$ cat src/rtl/sprite_line_scheduler.sv
// Per-scanline sprite sequencer: scans OAM Y bytes for up to MAX_SPR sprites
// visible on v_cnt, then fetches both tile bitplanes for each selected sprite.
module sprite_line_scheduler #(
    parameter int MAX_SPR = 10,
    parameter int NUM_SPR = 40
) (
    input  logic       clk,
    input  logic       reset_n,
    input  logic       enable,
    input  logic       size16,
    input  logic [7:0] v_cnt,
    input  logic       line_start,
    input  logic       fetch_go,
    output logic [7:0] oam_addr,
    input  logic [7:0] oam_data,
    output logic       vram_req,
    output logic       vram_plane,
    input  logic       vram_ack,
    output logic [5:0] spr_sel,
    output logic [1:0] spr_ds,
    output logic [3:0] sprite_count,
    output logic       scan_busy,
    output logic       fetch_busy,
    output logic       done
);

    localparam logic [3:0] MAX_CNT  = 4'(MAX_SPR);
    localparam logic [5:0] LAST_IDX = 6'(NUM_SPR - 1);
    localparam logic [5:0] NO_SPR   = 6'd63;

    typedef enum logic [2:0] {
        IDLE,
        SCAN,
        READY,
        FETCH_LO,
        FETCH_HI,
        DONE
    } state_t;

    state_t     state;
    logic [5:0] idx;
    logic       phase_b;
    logic [3:0] count;
    logic [3:0] k;
    logic       req_r;
    logic [5:0] list [MAX_SPR];

    logic [7:0] height;
    logic [7:0] line_pos;
    logic [7:0] y_end;
    logic       visible;

    // 8-bit wrapping arithmetic, identical to the per-sprite unit's v_visible
    assign height   = size16 ? 8'd16 : 8'd8;
    assign line_pos = v_cnt + 8'd16;
    assign y_end    = oam_data + height;
    assign visible  = (line_pos >= oam_data) && (line_pos < y_end);

    assign vram_req     = req_r & ~line_start & enable;
    assign sprite_count = count;

    always_comb begin
        spr_ds = 2'b00;
        if (enable && !line_start && req_r && vram_ack) begin
            if (state == FETCH_LO)
                spr_ds = 2'b01;
            else if (state == FETCH_HI)
                spr_ds = 2'b10;
        end
    end

    always_ff @(posedge clk or negedge reset_n) begin
        if (!reset_n) begin
            state      <= IDLE;
            idx        <= '0;
            phase_b    <= 1'b0;
            count      <= '0;
            k          <= '0;
            req_r      <= 1'b0;
            vram_plane <= 1'b0;
            spr_sel    <= NO_SPR;
            oam_addr   <= '0;
            scan_busy  <= 1'b0;
            fetch_busy <= 1'b0;
            done       <= 1'b0;
            for (int i = 0; i < MAX_SPR; i++)
                list[i] <= '0;
        end else if (!enable || line_start) begin
            // line_start abandons any work in progress and rescans from sprite 0
            state      <= enable ? SCAN : IDLE;
            idx        <= '0;
            phase_b    <= 1'b0;
            count      <= '0;
            k          <= '0;
            req_r      <= 1'b0;
            vram_plane <= 1'b0;
            spr_sel    <= NO_SPR;
            oam_addr   <= '0;
            scan_busy  <= enable;
            fetch_busy <= 1'b0;
            done       <= 1'b0;
        end else begin
            case (state)
                IDLE: done <= 1'b0;
                SCAN: begin
                    if (!phase_b) begin
                        phase_b <= 1'b1;
                    end else begin
                        phase_b <= 1'b0;
                        if (visible && (count < MAX_CNT)) begin
                            list[count] <= idx;
                            count       <= count + 4'd1;
                        end
                        if (idx == LAST_IDX) begin
                            state     <= READY;
                            scan_busy <= 1'b0;
                            oam_addr  <= '0;
                        end else begin
                            idx      <= idx + 6'd1;
                            oam_addr <= {idx + 6'd1, 2'b00};
                        end
                    end
                end
                READY: begin
                    if (fetch_go) begin
                        if (count == 4'd0) begin
                            state <= DONE;
                            done  <= 1'b1;
                        end else begin
                            state      <= FETCH_LO;
                            k          <= '0;
                            spr_sel    <= list[0];
                            req_r      <= 1'b1;
                            vram_plane <= 1'b0;
                            fetch_busy <= 1'b1;
                        end
                    end
                end
                FETCH_LO: begin
                    if (vram_ack) begin
                        state      <= FETCH_HI;
                        vram_plane <= 1'b1;
                    end
                end
                FETCH_HI: begin
                    if (vram_ack) begin
                        if ((k + 4'd1) == count) begin
                            state      <= DONE;
                            req_r      <= 1'b0;
                            vram_plane <= 1'b0;
                            spr_sel    <= NO_SPR;
                            fetch_busy <= 1'b0;
                            done       <= 1'b1;
                        end else begin
                            state      <= FETCH_LO;
                            k          <= k + 4'd1;
                            spr_sel    <= list[k + 4'd1];
                            vram_plane <= 1'b0;
                        end
                    end
                end
                DONE: begin
                    done  <= 1'b0;
                    state <= IDLE;
                end
                default: state <= IDLE;
            endcase
        end
    end

endmodule

$ cat config.mk
export PLATFORM = sky130hd
export DESIGN_NAME = sprite_line_scheduler
export DESIGN_NICKNAME = d
export VERILOG_FILES = /design/src/rtl/sprite_line_scheduler.sv
export SDC_FILE = /design/constraint.sdc
export NUM_CORES = 1
export LEC_CHECK = 0
export BUFFER_PORTS_ARGS = -buffer_cell sky130_fd_sc_hd__buf_2
export CELL_PAD_IN_SITES_DETAIL_PLACEMENT = 1
export CELL_PAD_IN_SITES_GLOBAL_PLACEMENT = 1
export CORE_MARGIN = 10
export CORE_UTILIZATION = 35
export CTS_CLUSTER_SIZE = 24
export DETAILED_ROUTE_END_ITERATION = 10
export PLACE_DENSITY_LB_ADDON = 0.12
export SYNTH_ARGS = -nofsm -noshare
export SYNTH_HDL_FRONTEND = slang
export SYNTH_SLANG_ARGS = --single-unit
$ cat constraint.sdc
create_clock -name clk -period 5.4 [get_ports clk]
set_input_delay 0.54 -clock clk [delete_from_list [all_inputs] [get_ports clk]]
set_output_delay 0.54 -clock clk [all_outputs]
set_load 0.02 [all_outputs]
==> flow_summary.toml <==
[run_status]
status = "finished clean"

[cts]
clk_latency_ns = 0.35
cts_max_level = 3
cts_sinks = 94
clk_pin_slew_ns = 0.07
cts.path.max_buffers = 2
postCtsHoldBufs = 0
root_buffer = "clkbuf_16"
ctsResizeCount = 0
post_cts_buffers = 0
cts_buffers = 9
tritoncts = "done"

[timing]
final-setup-viol-count = 0
layout_min_cycle_time_ns = 3.73
fin_ws_ns = 1.67
grt_setup_unrepaired = "no"
worst_pin_slew_ns = 1.01
slew_violations = 0
slew_headroom = 0.326
tns_ns = 0
hold_ws_ns = 0.0590
hold_viol = 0
fin_crit_sh = 0.692
fmax_mhz = 268
finClkSkew_ns = 0.00804

[floorplan]
fp-row-count = 44
dieArea_sq_um = 20400
core_sq_um = 14600
ios = 48
die_h_um = 143
die_w_um = 143
start_util = 0.360

[place]
placed_area_sq_um = 5660
io_buffers = 45
pre_cts_slack_ns = 1.33
routabilityCongestion = 0.780
post-dp-hpwl_um = 10300

[yosys]
yosysTopAreaCell = "dfrtp_1"
netlist_area_sq_um = 5280
synthArstFlopShare = 1.00
synth_ff_type = "dfrtp_1"
ys_warn_count = 0
synth_common_cells = "dfrtp_1, mux2_2, nand2_1"
yosys.area.top_type_share = 0.417
synth.avg_cell_area_sq_um = 11.3
ys_seq_area_frac = 0.447
synth.most_common_cell = "dfrtp_1"
synthTopCellsByArea = "dfrtp_1, mux2_2, ha_1, mux4_2, dfstp_2"
synth-edff-count = 0
postSynthCellCount = 467
ys_ff_latch = 94
synth_cell_types = 58

[job]
drv_cap = 0

[final_layout]
fin_area_sq_um = 5970
utilization = 0.408
nFillCells = 1598
syn_to_final_growth_pct = 13.1
diodes = 0
final_nets = 548
drive_gt1_frac = 0.300

[critical_path]
crit_fanout = 10
endpoint_kind = "register"
crit_arrival_ns = 3.97
cp.required_ns = 5.64
critPathLaunchType = "input port"
crit_type = "in -> reg"

[grt]
grt_max_degree = 78
grt_overflow = 0
grt_pass1_wl_um = 23200
grt_pass1_vias = 4165
grt_use_total = 0.145
antenna_found_initial = 0

[pwr]
cellPowerDensity_nw_per_um2 = 254
vdd_drop_max_mv = 0.147
p_leak_nw = 2.76

[route]
drc = 0
via_per_inst = 5.55
final_antenna_net_count = 0
first_iter_violations = 166
wirelength_um = 14300
wire_per_inst_um = 20.7
vias = 3828
detail_route.first_pass.iterations = 4

[min_path]
hp-class = "in -> async"
[layer usage]
layer	wire length, um	GRT usage	part of all wire	vias up
met5	0	0	0	-
met4	262	0.0499	0.018	0
met3	624	0.0332	0.044	21
met2	6800	0.234	0.47	78
met1	6630	0.188	0.46	1955
li1	-	-	-	1774
[sequential cells by signal, indices dropped and copies added, names as in the netlist]
name,cells
oam_addr,6
phase_b,1
req_r,1
state,3
done,1
scan_busy,1
spr_sel,6
list,60
idx,6
vram_plane,1
k,4
sprite_count,4
[power breakdown]
group          total [W]  switching (W)  internal [W]
logic           0.000122      0.0000790     0.0000431
clock network   0.000672       0.000276      0.000397
registers       0.000720     0.00000678      0.000713
[cell type report]
type,count,area [sq um],area share
Sequential cell,94,2360,0.395
Clock inverter,2,38.8,0.00650
Multi-Input combinational cell,328,2730,0.457
Clock buffer,13,270,0.0453
Timing Repair Buffer,51,273,0.0457
Inverter,18,67.6,0.0113
Tap cell,184,230,0.0386
[path summary, 6_finish.rpt]
check | start | end | slack, ns | cells after the start
worst max-delay path | size16 | list[36] | 1.67 | 12
worst min-delay path | reset_n | oam_addr[7] | 0.06 | 1
worst max register to register | state[2] | list[36] | 2.19 | 5
worst min register to register | list[18] | list[18] | 0.51 | 1
max in group asynchronous | reset_n | list[9] | 4.06 | 2
min in group clk | enable | scan_busy | 0.46 | 2
[placed cells by master, fill, tap and decap left out, types with 3 or more instances in the layout]
cell / netlist / routed
clkbuf_8: 0 / 3
a211oi_1: 7 / 7
mux4_2: 12 / 12
nand2b_1: 4 / 4
nand3_4: 3 / 3
clkbuf_16: 0 / 9
nand3_1: 14 / 14
a21oi_1: 16 / 16
mux2_2: 59 / 59
nor2b_1: 5 / 5
nand2_1: 32 / 32
or3_1: 9 / 9
ha_1: 22 / 22
o21ai_0: 21 / 21
xnor2_1: 15 / 14
buf_4: 3 / 7
nor2_1: 25 / 25
buf_2: 4 / 44
xor2_1: 4 / 4
dfstp_2: 6 / 6
o31ai_1: 8 / 8
nand4_1: 7 / 7
and3_1: 7 / 7
a31oi_1: 9 / 9
mux2i_1: 6 / 6
nor3_1: 3 / 3
dfrtp_1: 88 / 88
inv_1: 18 / 18
nor3b_1: 5 / 4
[per-stage QoR]
step | power, W | instances
after CTS | 0.00154 | 690
after detailed placement | 0.000858 | 675
after floorplan | 0.000806 | 468
final | 0.00151 | 690
after global placement | 0.000854 | 675
after global routing | 0.00158 | 690
[cell families (layout without fill, tap and decap cells)]
logic type | Yosys count | after routing | synth area share
flip-flops | 94 | 94 | 0.447
other | 1 | 2 | 0.000711
adder cells (fa/ha/maj) | 23 | 23 | 0.0560
XOR/XNOR | 20 | 20 | 0.0358
AND/OR/NAND/NOR | 122 | 122 | 0.125
buffers and inverters | 46 | 84 | 0.0386
AO/OA/AOI/OAI | 82 | 82 | 0.104
multiplexers | 79 | 79 | 0.193
[critical path, cell delays in order]
cell and delay (ns):
buf_2 0.12, inv_1 0.05, ha_1 0.22, fa_1 0.41, nand3_1 0.12, xnor2_1 0.12
ha_1 0.28, o2111ai_1 0.09, a21oi_1 0.09, a2111oi_4 0.88, nand4_1 0.59, mux2_2 0.44
(Power assumes the default switching activity.)
